File: src/rtl/commit_sequencer_pkg.sv
`default_nettype none
// ============================================================================
// commit_sequencer_pkg
// Shared types for the commit stage: FSM states, scoreboard entry, exception.
// Revision: 1.0
// ============================================================================
package commit_sequencer_pkg;

    localparam int XLEN             = 64;
    localparam int COMMIT_MAX_PORTS = 2;

    typedef enum logic [1:0] {
        RUN        = 2'd0,
        STORE_WAIT = 2'd1,
        EXC_WAIT   = 2'd2
    } commit_state_e;

    typedef enum logic [2:0] {
        FU_NONE  = 3'd0,
        FU_ALU   = 3'd1,
        FU_LOAD  = 3'd2,
        FU_STORE = 3'd3,
        FU_CSR   = 3'd4,
        FU_FPU   = 3'd5
    } fu_t;

    typedef struct packed {
        logic [XLEN-1:0] cause;
        logic [XLEN-1:0] tval;
        logic            valid;
    } exception_t;

    typedef struct packed {
        logic            valid;
        fu_t             fu;
        logic [4:0]      rd;
        logic            rd_fp;
        logic [XLEN-1:0] result;
        exception_t      ex;
    } scoreboard_entry_t;

    // An entry that may retire alongside a neighbour in the same cycle.
    function automatic logic is_plain(input scoreboard_entry_t e);
        return !e.ex.valid && (e.fu != FU_STORE) && (e.fu != FU_CSR);
    endfunction

endpackage
`default_nettype wire

File: src/rtl/commit_sequencer_if.sv
`default_nettype none
// ============================================================================
// commit_sequencer_if
// Scoreboard/regfile/LSU/controller bundle seen by the commit sequencer.
// Revision: 1.0
// ============================================================================
interface commit_sequencer_if
    import commit_sequencer_pkg::*;
#(
    parameter int NR_COMMIT_PORTS = 2,
    parameter int CNT_W           = 64
);
    logic                                  flush_i;
    logic                                  halt_i;
    scoreboard_entry_t [NR_COMMIT_PORTS-1:0] commit_instr_i;
    logic [NR_COMMIT_PORTS-1:0]            commit_ack_o;
    logic [NR_COMMIT_PORTS-1:0][4:0]       waddr_o;
    logic [NR_COMMIT_PORTS-1:0][XLEN-1:0]  wdata_o;
    logic [NR_COMMIT_PORTS-1:0]            we_gpr_o;
    logic [NR_COMMIT_PORTS-1:0]            we_fpr_o;
    logic                                  commit_lsu_o;
    logic                                  commit_lsu_ready_i;
    exception_t                            exception_o;
    logic                                  flush_commit_o;
    logic [CNT_W-1:0]                      instret_o;
    logic [CNT_W-1:0]                      stall_cnt_o;

    modport master (
        input  flush_i, halt_i, commit_instr_i, commit_lsu_ready_i,
        output commit_ack_o, waddr_o, wdata_o, we_gpr_o, we_fpr_o,
               commit_lsu_o, exception_o, flush_commit_o, instret_o, stall_cnt_o
    );

    modport slave (
        output flush_i, halt_i, commit_instr_i, commit_lsu_ready_i,
        input  commit_ack_o, waddr_o, wdata_o, we_gpr_o, we_fpr_o,
               commit_lsu_o, exception_o, flush_commit_o, instret_o, stall_cnt_o
    );
endinterface
`default_nettype wire

File: src/rtl/commit_perf_counter.sv
`default_nettype none
// ============================================================================
// commit_perf_counter
// Free-running wrap-around counter advanced by a small increment each cycle.
// Revision: 1.0
// ============================================================================
module commit_perf_counter #(
    parameter int CNT_W = 64,
    parameter int INC_W = 2
) (
    input  logic             clk,
    input  logic             rst,
    input  logic [INC_W-1:0] inc,
    output logic [CNT_W-1:0] count
);
    logic [CNT_W-1:0] count_val;

    always_ff @(posedge clk) begin
        if (rst) begin
            count_val <= '0;
        end else begin
            count_val <= count_val + {{(CNT_W-INC_W){1'b0}}, inc};
        end
    end

    assign count = count_val;
endmodule
`default_nettype wire

File: src/rtl/commit_sequencer.sv
`default_nettype none
// ============================================================================
// commit_sequencer
// In-order retirement of the oldest scoreboard entries: regfile write-back,
// store commit handshake and precise exceptions.
// Optional macro COMMIT_PERF_CNT_EN: instret/stall counters (else tied to 0).
// Revision: 1.0
// ============================================================================
module commit_sequencer
    import commit_sequencer_pkg::*;
#(
    parameter int NR_COMMIT_PORTS = 2,
    parameter int CNT_W           = 64
) (
    input  logic               clk_i,
    input  logic               rst_i,
    commit_sequencer_if.master bus
);
    commit_state_e              state, state_next;
    logic                       ack0, ack1, take_exc, lsu_req;
    logic [NR_COMMIT_PORTS-1:0] ack;
    exception_t                 exc_hold;
    logic                       flush_pulse;

    always_ff @(posedge clk_i) begin
        if (rst_i) begin
            state <= RUN;
        end else begin
            state <= state_next;
        end
    end

    // Acks are combinational so the regfile sees the write in the retire cycle.
    always_comb begin
        state_next = state;
        ack0       = 1'b0;
        take_exc   = 1'b0;
        lsu_req    = 1'b0;
        if (rst_i || bus.flush_i) begin
            state_next = RUN;
        end else begin
            case (state)
                RUN: begin
                    if (bus.commit_instr_i[0].valid && !bus.halt_i) begin
                        if (bus.commit_instr_i[0].ex.valid) begin
                            ack0       = 1'b1;
                            take_exc   = 1'b1;
                            state_next = EXC_WAIT;
                        end else if (bus.commit_instr_i[0].fu == FU_STORE) begin
                            lsu_req = 1'b1;
                            if (bus.commit_lsu_ready_i) begin
                                ack0 = 1'b1;
                            end else begin
                                state_next = STORE_WAIT;
                            end
                        end else begin
                            ack0 = 1'b1;
                        end
                    end
                end
                STORE_WAIT: begin
                    lsu_req = 1'b1;
                    if (bus.commit_lsu_ready_i) begin
                        ack0       = 1'b1;
                        state_next = RUN;
                    end
                end
                EXC_WAIT: state_next = EXC_WAIT;
                default:  state_next = RUN;
            endcase
        end
    end

    generate
        if (NR_COMMIT_PORTS > 1) begin : g_dual
            logic unused_ex1;
            assign ack1 = ack0 && (state == RUN)
                        && is_plain(bus.commit_instr_i[0])
                        && bus.commit_instr_i[1].valid
                        && is_plain(bus.commit_instr_i[1]);
            assign ack  = {ack1, ack0};
            assign unused_ex1 = ^{bus.commit_instr_i[1].ex.cause, bus.commit_instr_i[1].ex.tval};
        end else begin : g_single
            assign ack1 = 1'b0;
            assign ack  = ack0;
        end

        for (genvar p = 0; p < NR_COMMIT_PORTS; p++) begin : g_wb
            logic wr;
            assign wr = ack[p] && !bus.commit_instr_i[p].ex.valid
                      && (bus.commit_instr_i[p].fu != FU_STORE);
            assign bus.waddr_o[p]  = ack[p] ? bus.commit_instr_i[p].rd : 5'd0;
            assign bus.wdata_o[p]  = ack[p] ? bus.commit_instr_i[p].result : {XLEN{1'b0}};
            assign bus.we_fpr_o[p] = wr && bus.commit_instr_i[p].rd_fp;
            assign bus.we_gpr_o[p] = wr && !bus.commit_instr_i[p].rd_fp
                                   && (bus.commit_instr_i[p].rd != 5'd0);
        end
    endgenerate

    // Exception and flush request are single-cycle pulses after the faulting ack.
    always_ff @(posedge clk_i) begin
        if (rst_i) begin
            exc_hold    <= '0;
            flush_pulse <= 1'b0;
        end else begin
            exc_hold    <= take_exc ? bus.commit_instr_i[0].ex : '0;
            flush_pulse <= take_exc;
        end
    end

    assign bus.commit_ack_o   = ack;
    assign bus.commit_lsu_o   = lsu_req;
    assign bus.exception_o    = exc_hold;
    assign bus.flush_commit_o = flush_pulse;

`ifdef COMMIT_PERF_CNT_EN
    logic [1:0] instret_inc;
    logic [1:0] stall_inc;

    assign instret_inc = {1'b0, ack0 && !bus.commit_instr_i[0].ex.valid} + {1'b0, ack1};
    assign stall_inc   = {1'b0, state == STORE_WAIT};

    commit_perf_counter #(.CNT_W(CNT_W), .INC_W(2)) u_instret_cnt (
        .clk   (clk_i),
        .rst   (rst_i),
        .inc   (instret_inc),
        .count (bus.instret_o)
    );

    commit_perf_counter #(.CNT_W(CNT_W), .INC_W(2)) u_stall_cnt (
        .clk   (clk_i),
        .rst   (rst_i),
        .inc   (stall_inc),
        .count (bus.stall_cnt_o)
    );
`else
    assign bus.instret_o   = {CNT_W{1'b0}};
    assign bus.stall_cnt_o = {CNT_W{1'b0}};
`endif

endmodule
`default_nettype wire

File: src/flat_wrapper.sv
// flat-port wrapper written by rule: the top's interface ports become plain ports
module commit_sequencer_flat import commit_sequencer_pkg::*;
#(
    parameter int NR_COMMIT_PORTS = 2,
    parameter int CNT_W           = 64
)
  (clk_i, rst_i, bus_flush_i, bus_halt_i, bus_commit_instr_i, bus_commit_lsu_ready_i, bus_commit_ack_o, bus_waddr_o, bus_wdata_o, bus_we_gpr_o, bus_we_fpr_o, bus_commit_lsu_o, bus_exception_o, bus_flush_commit_o, bus_instret_o, bus_stall_cnt_o);
  commit_sequencer_if #(.NR_COMMIT_PORTS(NR_COMMIT_PORTS), .CNT_W(CNT_W)) bus_i ();
  input  logic clk_i;
  input  logic rst_i;
  input wire logic [$bits(bus_i.flush_i)-1:0] bus_flush_i;
  input wire logic [$bits(bus_i.halt_i)-1:0] bus_halt_i;
  input wire logic [$bits(bus_i.commit_instr_i)-1:0] bus_commit_instr_i;
  input wire logic [$bits(bus_i.commit_lsu_ready_i)-1:0] bus_commit_lsu_ready_i;
  output wire logic [$bits(bus_i.commit_ack_o)-1:0] bus_commit_ack_o;
  output wire logic [$bits(bus_i.waddr_o)-1:0] bus_waddr_o;
  output wire logic [$bits(bus_i.wdata_o)-1:0] bus_wdata_o;
  output wire logic [$bits(bus_i.we_gpr_o)-1:0] bus_we_gpr_o;
  output wire logic [$bits(bus_i.we_fpr_o)-1:0] bus_we_fpr_o;
  output wire logic [$bits(bus_i.commit_lsu_o)-1:0] bus_commit_lsu_o;
  output wire logic [$bits(bus_i.exception_o)-1:0] bus_exception_o;
  output wire logic [$bits(bus_i.flush_commit_o)-1:0] bus_flush_commit_o;
  output wire logic [$bits(bus_i.instret_o)-1:0] bus_instret_o;
  output wire logic [$bits(bus_i.stall_cnt_o)-1:0] bus_stall_cnt_o;
  assign bus_i.flush_i = bus_flush_i;
  assign bus_i.halt_i = bus_halt_i;
  assign bus_i.commit_instr_i = bus_commit_instr_i;
  assign bus_i.commit_lsu_ready_i = bus_commit_lsu_ready_i;
  assign bus_commit_ack_o = bus_i.commit_ack_o;
  assign bus_waddr_o = bus_i.waddr_o;
  assign bus_wdata_o = bus_i.wdata_o;
  assign bus_we_gpr_o = bus_i.we_gpr_o;
  assign bus_we_fpr_o = bus_i.we_fpr_o;
  assign bus_commit_lsu_o = bus_i.commit_lsu_o;
  assign bus_exception_o = bus_i.exception_o;
  assign bus_flush_commit_o = bus_i.flush_commit_o;
  assign bus_instret_o = bus_i.instret_o;
  assign bus_stall_cnt_o = bus_i.stall_cnt_o;
  commit_sequencer #(.NR_COMMIT_PORTS(NR_COMMIT_PORTS), .CNT_W(CNT_W)) u_core (.clk_i(clk_i), .rst_i(rst_i), .bus(bus_i));
endmodule
File: config.mk
export PLATFORM = sky130hd
export DESIGN_NAME = commit_sequencer_flat
export DESIGN_NICKNAME = d
export VERILOG_FILES = /design/src/rtl/commit_sequencer_pkg.sv /design/src/rtl/commit_sequencer_if.sv /design/src/rtl/commit_perf_counter.sv /design/src/rtl/commit_sequencer.sv /design/src/flat_wrapper.sv
export SDC_FILE = /design/constraint.sdc
export NUM_CORES = 1
export LEC_CHECK = 0
export CORE_AREA = 2 2 320 322
export CTS_CLUSTER_SIZE = 12
export DETAILED_ROUTE_END_ITERATION = 10
export DIE_AREA = 0 0 322 324
export HOLD_SLACK_MARGIN = 0.08
export PLACE_DENSITY_LB_ADDON = 0.3
export SETUP_SLACK_MARGIN = 0.2
export SLEW_MARGIN = 20
export SYNTH_ARGS = -nofsm -noshare
export SYNTH_HDL_FRONTEND = slang
export SYNTH_SLANG_ARGS = --single-unit
export TNS_END_PERCENT = 5
File: constraint.sdc
create_clock -name clk_i -period 4.3 [get_ports clk_i]
set_input_delay 0.86 -clock clk_i [delete_from_list [all_inputs] [get_ports clk_i]]
set_output_delay 0.86 -clock clk_i [all_outputs]
set_load 0.02 [all_outputs]
; Word-level counts from Yosys, hierarchy flattened
; Cells that the tools add are included.
[word_totals]
regBits = 132
out_inout_bits = 403
inputBits = 411
wordCells = 73
[classes]
mux = 25
reduce_logical = 31
bitwise_logic = 1
n_eq_ne = 11
[ops]
columns = cell, count
row1 = 64-bit 2-to-1 mux, 2
row2 = 1-bit logical AND, 19
row3 = 1-bit 2-to-1 mux, 13
row4 = 2-bit 2-to-1 mux, 5
row5 = 5-bit 2-to-1 mux, 2
row6 = 5-bit nonzero test, 2
row7 = "3-bit by 2-bit inequality test with 1-bit output, second input constant", 3
row8 = "3-bit inequality test, second input constant", 3
row9 = 2-bit case mux with 3 select lines, 1
row10 = 1-bit logical NOT, 5
row11 = 1-bit case mux with 2 select lines, 2
row12 = 4-bit AND reduction, 1
row13 = 2-bit OR reduction, 2
row14 = "3-bit by 2-bit == test with 1-bit output, second input constant", 1
row15 = "2-bit by 1-bit == test with 1-bit output, second input constant", 1
row16 = "2-bit == test, second input constant", 1
row17 = 2-bit logical NOT, 1
row18 = "2-bit by 1-bit inequality test with 1-bit output, second input constant", 1
row19 = "2-bit inequality test, second input constant", 1
row20 = 1-bit logical OR, 1
row21 = 1-bit inverter, 1

; Depth between registers and ports, before layout
[logic_depth]
depth_word = 14
ltp_mapped = 7
depth_no_buf = 3

; Least setup slack after synthesis
; Ideal clock, no wire load.
[synth_path]
path_type = input to output
start = input port bus_flush_i
end = output port bus_wdata_o[64]
path_slack_ps = 981
cell_stages = 5
n_path_buf = 2
arrival_time_ps = 2459
path_cell_list = or3_1 > buf_2 > a2111o_1 > clkbuf_1 > nor3_1
[synth_between]
elab_chain_cells = 7
[synth_lines]
columns = element, line_no
row1 = "start, declared", flat_wrapper.sv:11  ; input wire logic [$bits(bus_i.flush_i)-1:0] bus_flush_i;
row2 = 1-bit logical OR, commit_sequencer.sv:39  ; if (rst_i || bus.flush_i) begin
row3 = 1-bit 2-to-1 mux, commit_sequencer.sv:39
row4 = 1-bit logical AND, commit_sequencer.sv:77  ; assign ack1 = ack0 && (state == RUN)
row5 = 1-bit logical AND, commit_sequencer.sv:78  ; && is_plain(bus.commit_instr_i[0])
row6 = 1-bit logical AND, commit_sequencer.sv:79  ; && bus.commit_instr_i[1].valid
row7 = 1-bit logical AND, commit_sequencer.sv:80  ; && is_plain(bus.commit_instr_i[1]);
row8 = 64-bit 2-to-1 mux, commit_sequencer.sv:93  ; assign bus.wdata_o[p] = ack[p] ? bus.commit_instr_i[p].result : {XLEN{1'b0}};
row9 = "end, declared", flat_wrapper.sv:17  ; output wire logic [$bits(bus_i.wdata_o)-1:0] bus_wdata_o;
; Every way passes these cells.

; Worst setup path in the final report
[layout_path]
start = input port bus_commit_instr_i[201]
end = output port bus_wdata_o[83]
[layout_between]
elab_chain_cells = 11
[layout_lines]
columns = element, line_no
row1 = "start, declared", flat_wrapper.sv:13  ; input wire logic [$bits(bus_i.commit_instr_i)-1:0] bus_commit_instr_i;
row2 = 3-bit by 2-bit == test with 1-bit output, commit_sequencer.sv:49  ; end else if (bus.commit_instr_i[0].fu == FU_STORE) begin
row3 = 1-bit 2-to-1 mux, commit_sequencer.sv:49
row4 = 1-bit 2-to-1 mux, commit_sequencer.sv:45  ; if (bus.commit_instr_i[0].ex.valid) begin
row5 = 1-bit 2-to-1 mux, commit_sequencer.sv:44  ; if (bus.commit_instr_i[0].valid && !bus.halt_i) begin
row6 = 1-bit case mux with 2 select lines, commit_sequencer.sv:42  ; case (state)
row7 = 1-bit 2-to-1 mux, commit_sequencer.sv:39
row8 = 1-bit logical AND, commit_sequencer.sv:77
row9 = 1-bit logical AND (*), commit_sequencer.sv:78
row10 = 1-bit logical AND (*), commit_sequencer.sv:79
row11 = 1-bit logical AND (*), commit_sequencer.sv:80
row12 = 64-bit 2-to-1 mux (*), commit_sequencer.sv:93
; Mark *: on every way between the ends. The rest lies on a longest branch, timed or not.

==> impl_metrics.tcl <==
set metrics [dict create \
    drc 0 \
    drv_slew 0 \
    finalWorstSetupSlack_ns 0.1303 \
    cts_tree "built" \
    std_cell_rows 117 \
    wirelength_um 38600 \
    rsz0062_at_grt "true" \
    dr_total_vias 6307 \
    synth_most_common_cell "and2_1" \
    via_per_inst 2.435 \
    area_growth_pct 130.1 \
    whs_ns 0.5143 \
    worstPathRequired_ns 3.44 \
    core_area_um2 101000 \
    clk_pin_slew_worst_paths_ns 0.06 \
    fillerInstances 11460 \
    synth-edff-count 0 \
    placed_cells 2550 \
    grt_max_degree 130 \
    ir_drop_uv 237.5 \
    clockBufferDepth 2 \
    yosysUniqueCellTypes 28 \
    initial_core_util 0.06103 \
    finalCritPeriodShare 0.9697 \
    grt_pass1_wl_um 49050 \
    numCtsBuffers 17 \
    hold_viol 0 \
    track_usage 0.06990 \
    regArea_um2 2643 \
    final_core_util 0.1404 \
    routedWlPerCell_um 14.90 \
    stdcell_count 2590 \
    gp_congestion 0.9107 \
    skew_ns 0.01676 \
    grt_pass1_vias 6330 \
    worst_pin_slew_ns 0.5332 \
    seq_area_frac_synth 0.4287 \
    clk_latency_ns 0.47 \
    die_h_um 324 \
    yosysWarnings 0 \
    synth_top_area_frac 0.4287 \
    fin_crit_ns 4.170 \
    synth-seq-cells 132 \
    ant_nets 0 \
    yosys-top-cells-area "dfxtp_1 (43%), and2_1 (20%), buf_4 (16%)" \
    status "finished clean" \
    path_max_fanout 15 \
    synth_cells 667 \
    syn_area_um2 6165 \
    critPathArrivalTime_ns 3.31 \
    first_pass_iters 4 \
    io_buffers 557 \
    critPathKind "primary input to output pin" \
    cap_violations 0 \
    die_area_um2 104300 \
    min_path_cells 2 \
    fmax_mhz 239.8 \
    root_buffer "clkbuf_16" \
    multi_input_area_um2 2620 \
    power_leakage_nw 5.701 \
    critPathCaptureType "output pin" \
    dp_hpwl_um 33740 \
    p_per_area_nw_per_um2 233.7 \
    synth_area_per_cell_um2 9.242 \
    reg2reg_depth 5 \
    ys.flop_type "dfxtp_1" \
    yosys.area.top_type "dfxtp_1" \
    min_path_type "register to register" \
    dp_slack_ns -0.3835 \
    drive_gt1_frac 0.1629 \
    finalSetupViolCount 0 \
    synthArstFlopShare 0 \
    nets 1675 \
    die_w_um 322 \
    clock_sinks 132 \
    antenna_found_initial 12 \
    maxSlewHeadroom 0.6445 \
    pin_count 814 \
    h-tree-depth 4 \
    drtIter0Drc 236 \
    start_kind "primary input" \
    synth.top_cells.by_count "and2_1 (197), dfxtp_1 (132), buf_4 (130)" \
    overflow 0 \
]
==> registers in the layout, summed over array words and instances, names as in the netlist <==
| signal | cells |
|---|---|
| u_core.bus.exception_o | 129 |
| u_core.bus.flush_commit_o | 1 |
| u_core.state | 2 |
==> cell usage in the layout, fill, tap and decap left out, drive strengths merged, types with 2 or more instances in the layout <==
cell type,Yosys,layout
a2111oi,2,2
and2,197,197
buf,145,106
bufinv,0,2
clkbuf,22,21
clkdlybuf4s15,0,7
clkdlybuf4s50,0,454
clkinv,0,7
conb,1,128
dfxtp,132,132
diode,0,4
dlygate4sd2,0,48
dlymetal6s2s,0,2
inv,74,75
nand3b,2,2
nor2,4,4
nor3,73,73
or3b,3,3
==> worst paths after layout <==
kind                            slack (ns)                    startpoint                               endpoint
worst min register to register        0.51  u_core.state[1]$_SDFFE_PP0P_           u_core.state[1]$_SDFFE_PP0P_
worst max-delay path                  0.13       bus_commit_instr_i[201]                        bus_wdata_o[83]
worst max register to register        2.38  u_core.state[1]$_SDFFE_PP0P_  u_core.bus.exception_o[60]$_SDFF_PP0_
worst min-delay path                  0.51  u_core.state[1]$_SDFFE_PP0P_           u_core.state[1]$_SDFFE_PP0P_
==> per-layer routing <==
| metal | up-vias | global-route usage | part of all wire |
|---|---|---|---|
| met2 | 488 | 0.1098 | 0.44 |
| met4 | 8 | 0.02170 | 0.012 |
| met1 | 2826 | 0.08243 | 0.42 |
| met3 | 30 | 0.03565 | 0.12 |
| met5 | - | 0 | 0.0015 |
| li1 | 2955 | - | - |
==> kinds of logic (layout without fill, tap and decap cells) <==
family | after synthesis | in the layout | share of synthesized area
buffers and inverters | 241 | 724 | 0.2360
and+or+nand+nor | 287 | 287 | 0.3247
AOI/OAI and AO/OA | 6 | 6 | 0.009944
other | 1 | 132 | 0.0006083
DFF | 132 | 132 | 0.4287
==> per-stage QoR <==
step,total power [mW],TNS (ns),instance area [um^2]
after floorplan,1.555,0,6641
after global placement,1.842,-8.980,13520
after detailed placement,1.843,-9.210,13520
after CTS,3.407,0,14170
after global routing,3.460,0,14180
final,3.315,0,14190
==> area by class of cell <==
cell class | count | share of cell area
timing repair buffer | 618 | 0.4519
sequential | 132 | 0.1863
multi-input combinational | 421 | 0.1847
tap | 1309 | 0.1155
clock buffer | 21 | 0.03246
inverter | 74 | 0.01958
clock inverter | 11 | 0.008908
antenna | 4 | 0.0007056
==> critical path, cell delays in order <==
cell and delay, ns:
clkdlybuf4s50_1 0.47, and3b_2 0.30, a2111o_2 0.51, buf_12 0.17, bufbuf_16 0.30, nor3_2 0.28
dlygate4sd2_1 0.40
==> power by group <==
group | internal [mW] | switching [mW] | total [mW]
Sequential | 1.24 | 0.00396 | 1.24
Combinational | 0.310 | 0.268 | 0.578
Clock | 0.884 | 0.614 | 1.50
==> timing repair <==
item,CTS,global route
buffers inserted,3,0
setup endpoints to repair,88,53
cloned,1,0
pin swaps,3,0
gates resized for setup,85,2
hold buffers,0,0
Power figures use the tool's default switching activity.
